[config.mk]
export PLATFORM = sky130hd
export DESIGN_NAME = fifo_byte_packer
export DESIGN_NICKNAME = d
export VERILOG_FILES = /design/src/rtl/fifo_byte_packer.sv
export SDC_FILE = /design/constraint.sdc
export NUM_CORES = 1
export LEC_CHECK = 0
export ABC_AREA = 1
export CAP_MARGIN = 20
export CORE_UTILIZATION = 40
export CTS_BUF_LIST = sky130_fd_sc_hd__clkbuf_16
export DETAILED_ROUTE_END_ITERATION = 10
export PLACE_DENSITY_LB_ADDON = 0.3
export SLEW_MARGIN = 20
export SYNTH_ARGS = -nofsm -noshare
export SYNTH_HDL_FRONTEND = slang
export SYNTH_SLANG_ARGS = --single-unit
[constraint.sdc]
create_clock -name clk -period 5.23 [get_ports clk]
set_clock_uncertainty 0.15 [all_clocks]
set_input_delay 1.569 -clock clk [delete_from_list [all_inputs] [get_ports clk]]
set_output_delay 1.569 -clock clk [all_outputs]
set_load 0.01 [all_outputs]
[src/rtl/fifo_byte_packer.sv]
// fifo_byte_packer: drains a byte FIFO and packs BYTES consecutive bytes into one word on a valid/ready port.
// Define FIFO_PACKER_TIMEOUT_EN to flush a partial word after TIMEOUT idle cycles.
module fifo_byte_packer #(
    parameter int BYTES   = 4,
    parameter int RD_LAT  = 0,
    parameter int TIMEOUT = 16
) (
    input  logic                   clk,
    input  logic                   rst,
    input  logic                   fifo_is_empty,
    input  logic [7:0]             fifo_read_data,
    output logic                   fifo_read_ctrl,
    output logic                   out_valid,
    input  logic                   in_ready,
    output logic [8*BYTES-1:0]     out_word,
    output logic [$clog2(BYTES):0] out_bytes
);
    localparam int CW = $clog2(BYTES) + 1;

    typedef enum logic {
        FILL = 1'b0,
        HOLD = 1'b1
    } state_t;

    state_t             state_q, state_d;
    logic [CW-1:0]      cnt_q, cnt_d;
    logic               pending_q, pending_d;
    logic [8*BYTES-1:0] word_q, word_d;

    logic               readCtrl;
    logic               capture;
    logic               lastLane;
    logic               handshake;
    logic               flush;
    logic [CW:0]        inFlight;

    if (BYTES < 2 || BYTES > 8 || (BYTES & (BYTES - 1)) != 0 ||
        RD_LAT < 0 || RD_LAT > 1 || TIMEOUT < 1) begin : gBadParams
        $error("fifo_byte_packer: unsupported parameter combination");
    end

    // A read is only issued when a lane is free for it, counting a byte still in flight.
    always_comb begin
        inFlight  = {1'b0, cnt_q} + {{CW{1'b0}}, pending_q};
        handshake = (state_q == HOLD) && in_ready;
        readCtrl  = !rst && !fifo_is_empty && (inFlight < (CW+1)'(BYTES)) &&
                    ((state_q == FILL) || handshake);
        capture   = (RD_LAT == 0) ? readCtrl : pending_q;
        lastLane  = capture && (state_q == FILL) && (cnt_q == CW'(BYTES - 1));
        pending_d = (RD_LAT != 0) && readCtrl;
    end

    always_comb begin
        state_d = state_q;
        unique case (state_q)
            FILL:    if (lastLane || flush) state_d = HOLD;
            HOLD:    if (in_ready) state_d = FILL;
            default: state_d = FILL;
        endcase
    end

    // On a handshake the word restarts from lane 0, so a byte captured on that edge lands in lane 0.
    always_comb begin
        cnt_d  = cnt_q;
        word_d = word_q;
        if (handshake) begin
            word_d = '0;
            cnt_d  = '0;
        end
        if (capture) begin
            for (int i = 0; i < BYTES; i++) begin
                if (cnt_d == CW'(i)) word_d[8*i +: 8] = fifo_read_data;
            end
            cnt_d = (cnt_d == CW'(BYTES - 1)) ? '0 : cnt_d + CW'(1);
        end
        if (flush) cnt_d = '0;
    end

    always_comb begin
        fifo_read_ctrl = readCtrl;
        out_valid      = (state_q == HOLD);
        out_word       = word_q;
    end

    always_ff @(posedge clk or posedge rst) begin
        if (rst) begin
            state_q   <= FILL;
            cnt_q     <= '0;
            pending_q <= 1'b0;
            word_q    <= '0;
        end else begin
            state_q   <= state_d;
            cnt_q     <= cnt_d;
            pending_q <= pending_d;
            word_q    <= word_d;
        end
    end

`ifdef FIFO_PACKER_TIMEOUT_EN
    localparam int IW = $clog2(TIMEOUT + 1);

    logic [IW-1:0] idle_q, idle_d;
    logic [CW-1:0] bytes_q, bytes_d;
    logic          idleTick;

    // Idle time only accrues while a partial word sits with nothing in flight and nothing to read.
    always_comb begin
        idleTick = (state_q == FILL) && (cnt_q != '0) && !pending_q && fifo_is_empty;
        flush    = idleTick && (idle_q == IW'(TIMEOUT - 1));
        idle_d   = idle_q;
        if (capture || handshake || flush) begin
            idle_d = '0;
        end else if (idleTick) begin
            idle_d = idle_q + IW'(1);
        end
        bytes_d = bytes_q;
        if (lastLane) begin
            bytes_d = CW'(BYTES);
        end else if (flush) begin
            bytes_d = cnt_q;
        end else if (handshake) begin
            bytes_d = '0;
        end
    end

    always_ff @(posedge clk or posedge rst) begin
        if (rst) begin
            idle_q  <= '0;
            bytes_q <= '0;
        end else begin
            idle_q  <= idle_d;
            bytes_q <= bytes_d;
        end
    end

    assign out_bytes = bytes_q;
`else
    assign flush     = 1'b0;
    assign out_bytes = (state_q == HOLD) ? CW'(BYTES) : '0;
`endif

    assert property (@(posedge clk) disable iff (rst)
        out_valid && !in_ready |=> out_valid && $stable(out_word) && $stable(out_bytes));

    assert property (@(posedge clk) disable iff (rst) cnt_q < CW'(BYTES));

endmodule

==> impl_metrics.toml, run 1 <==
[sta]
worst_pin_slew_ps = 568
period_needed_ps = 4580
tns_ps = 0
finalHoldViolations = 0
fin_hold_ws_ps = 350
slew_violations = 0
fin_crit_sh_pct = 87.6
slew-limit-headroom_pct = 62.0
max_freq_mhz = 218
finalSetupViolCount = 0
rsz0062_at_grt = "false"

[routing]
viasPerCell = 4.90
drc = 2
drt_iter0_drc = 58
antenna_left = 0
wirelength_microns = 4010
dr.pass1.iters = 7
dr_total_vias = 1454
post_drt_wl_per_cell_microns = 13.5

[die]
core_area_sq_um = 4000
ios = 49
dieArea_sq_um = 4450
die_x_microns = 66.7
core.rowCount = 23
start_util_pct = 41.9
floorplan.die.height_microns = 66.7

[placed_design]
portBuffers = 46
hpwl_microns = 2570
gp_congestion = 0.785

[global_routing]
gr-total-overflow = 0
grt_start_max_net_pins = 37
antenna_found_initial = 0
grt_pass1_vias = 1341
grt_pass1_wl_microns = 6440
grt_use_total_pct = 20.4

[yosys]
yosysWarningCount = 0
synth_cell_types = 22
yosys_register_bits = 36
synth_mux_area_share_pct = 0
avgSynthCellArea_sq_um = 8.33
seq_area_frac_synth_pct = 53.8
synth-compound-area-share_pct = 3.06
synth-xor-area-share_pct = 0.523
yosysTopAreaCellShare_pct = 53.8
synthAdderAreaFrac_pct = 0.747
synth_top_family_by_area = "simple AND/OR/NAND/NOR gates"
synth-simple-area-share_pct = 32.7
synth_area_leader_cell = "dfrtp_1"
synthTopCellsByArea = "dfrtp_1 (54%), nand2_1 (13%), nand4_1 (6.0%)"
syn-cell-area_sq_um = 1670
synth_cells = 201

[worst_setup_path]
path_class = "in2out"
startpoint_type = "primary input"
endpoint_kind = "primary output"
cp_max_fo = 3
cp_slowest_cell = "clkdlybuf4s50_1"
worstPathArrival_ps = 2860
worstPathRequired_ps = 3510
critPathBufInv = 2
crit_family = "buffers and inverters"
critPathMaxStageDelay_ps = 540
cp_common_cell = "clkdlybuf4s50_1"
critical_path.cell_chain = "clkdlybuf4s50_1, nor2_1, nand2_1, nor2_4, clkdlybuf4s50_1"

[flow_run]
maxCapViolCount = 0

[clock_tree]
post_cts_resized = 0
h-tree-depth = 2
cts.clk_slew.worst_paths_ps = 50
cts-hold-fix-buffers = 0
clk_path_buf_depth = 2
clock-root-buffer = "clkbuf_16"
insertion_delay_ps = 280
clock_sinks = 36
cts_buffers = 5
cts_tree = "yes"
cts_post_setup_buffers_inserted = 0

[min_path]
min_path_type = "reg2reg"

[run_status]
status = "finished with violations"
violations = "DRC"

[final_layout]
drive_above_1_share_pct = 6.07
synthToLayoutAreaGrowth_pct = 36.2
antenna_cells = 0
fin_nets = 259

[power_and_ir_drop]
leakage_nw = 1.10
power_density_nw_per_um2 = 570
peakVddDrop_mv = 0.237
finalPower_mw = 1.30
==> cells in the mapped netlist, drive strengths merged <==
cell type / number
buf: 9
clkbuf: 2
clkinv: 1
conb: 1
dfrtp: 36
ha: 1
inv: 20
nand2: 62
nand3: 19
nand4: 16
nor2: 23
o21ai: 9
o22ai: 1
xor2: 1
==> report_power, final <==
part	leakage [nW]	total [mW]	internal, mW	switching, mW
clock network	0.0738	0.279	0.171	0.108
registers	0.462	0.461	0.394	0.0663
logic	0.563	0.560	0.276	0.284
==> per-layer routing <==
metal	track usage (%)	wire, microns
met4	10.9	95
met1	28.8	1920
met3	5.48	203
met5	0	0
met2	28.0	1790
==> per-stage QoR <==
step / worst slack [ps] / util, % / instance area, sq um / std cells
4_1_cts: 625 / 57.0 / 2280 / 297
6_report: 648 / 57.0 / 2280 / 297
3_5_place_dp: 636 / 53.6 / 2140 / 289
5_1_grt: 590 / 57.0 / 2280 / 297
2_1_floorplan: 477 / - / 1680 / 202
3_3_place_gp: 627 / 53.6 / 2140 / 289
==> final timing paths <==
check | from | to | slack, ps | cells past startpoint
worst max-delay path | fifo_is_empty | fifo_read_ctrl | 650 | 5
worst min-delay path | out_word[1]$_DFF_PP0_ | out_word[1]$_DFF_PP0_ | 350 | 2
worst max register to register | out_valid$_DFF_PP0_ | out_word[5]$_DFF_PP0_ | 3140 | 6
worst min register to register | out_word[1]$_DFF_PP0_ | out_word[1]$_DFF_PP0_ | 350 | 2
max in group asynchronous | rst | out_word[17]$_DFF_PP0_ | 2990 | 3
min in group asynchronous | rst | out_word[12]$_DFF_PP0_ | 1630 | 3
==> cells by family after synthesis <==
family,after synthesis
AOI/OAI and AO/OA,10
xor gates and xnor gates,1
adders and majority gates,1
buffers and inverters,32
DFF,36
other,1
and+or+nand+nor,120
==> cells in the final DEF, fill, tap and decap left out <==
cell type and n:
nand2_1 60, inv_2 1, ha_1 1, nor2_2 1
nand3_2 2, clkdlybuf4s50_1 46, xor2_1 1, nor2_1 20
o21ai_0 9, clkinv_1 2, clkbuf_16 5, inv_1 21
nor2_4 2, conb_1 2, nand2_2 2, nand4_1 16
nand3_1 17, o22ai_1 1, dfrtp_1 36, buf_4 2
==> worst min-delay path: cells and delay by family (launching register included) <==
kind	cells	cell delay, ps
DFF	1	340
and+or+nand+nor	2	130
==> registers in the layout (all words and copies together), names as in the netlist <==
name and count:
cnt_q 3, out_word 32, out_valid 1
==> area by class of cell <==
type / count / area [sq um]
Fill cell: 368 / 1720
Sequential cell: 36 / 901
Multi-Input combinational cell: 134 / 627
Timing Repair Buffer: 48 / 475
Clock buffer: 5 / 125
Inverter: 21 / 78.8
Tap cell: 50 / 62.6
Clock inverter: 3 / 11.3
(Power assumes the default switching activity.)
==> run 2, diff against run 1 <==
--- a/config.mk
+++ b/config.mk
@@ -11,7 +11,6 @@
 export CTS_BUF_LIST = sky130_fd_sc_hd__clkbuf_16
 export DETAILED_ROUTE_END_ITERATION = 10
 export PLACE_DENSITY_LB_ADDON = 0.3
-export SLEW_MARGIN = 20
 export SYNTH_ARGS = -nofsm -noshare
 export SYNTH_HDL_FRONTEND = slang
 export SYNTH_SLANG_ARGS = --single-unit
==> results of run 2 <==
No change in the layout: final DEF, timing and power equal those of run 1.
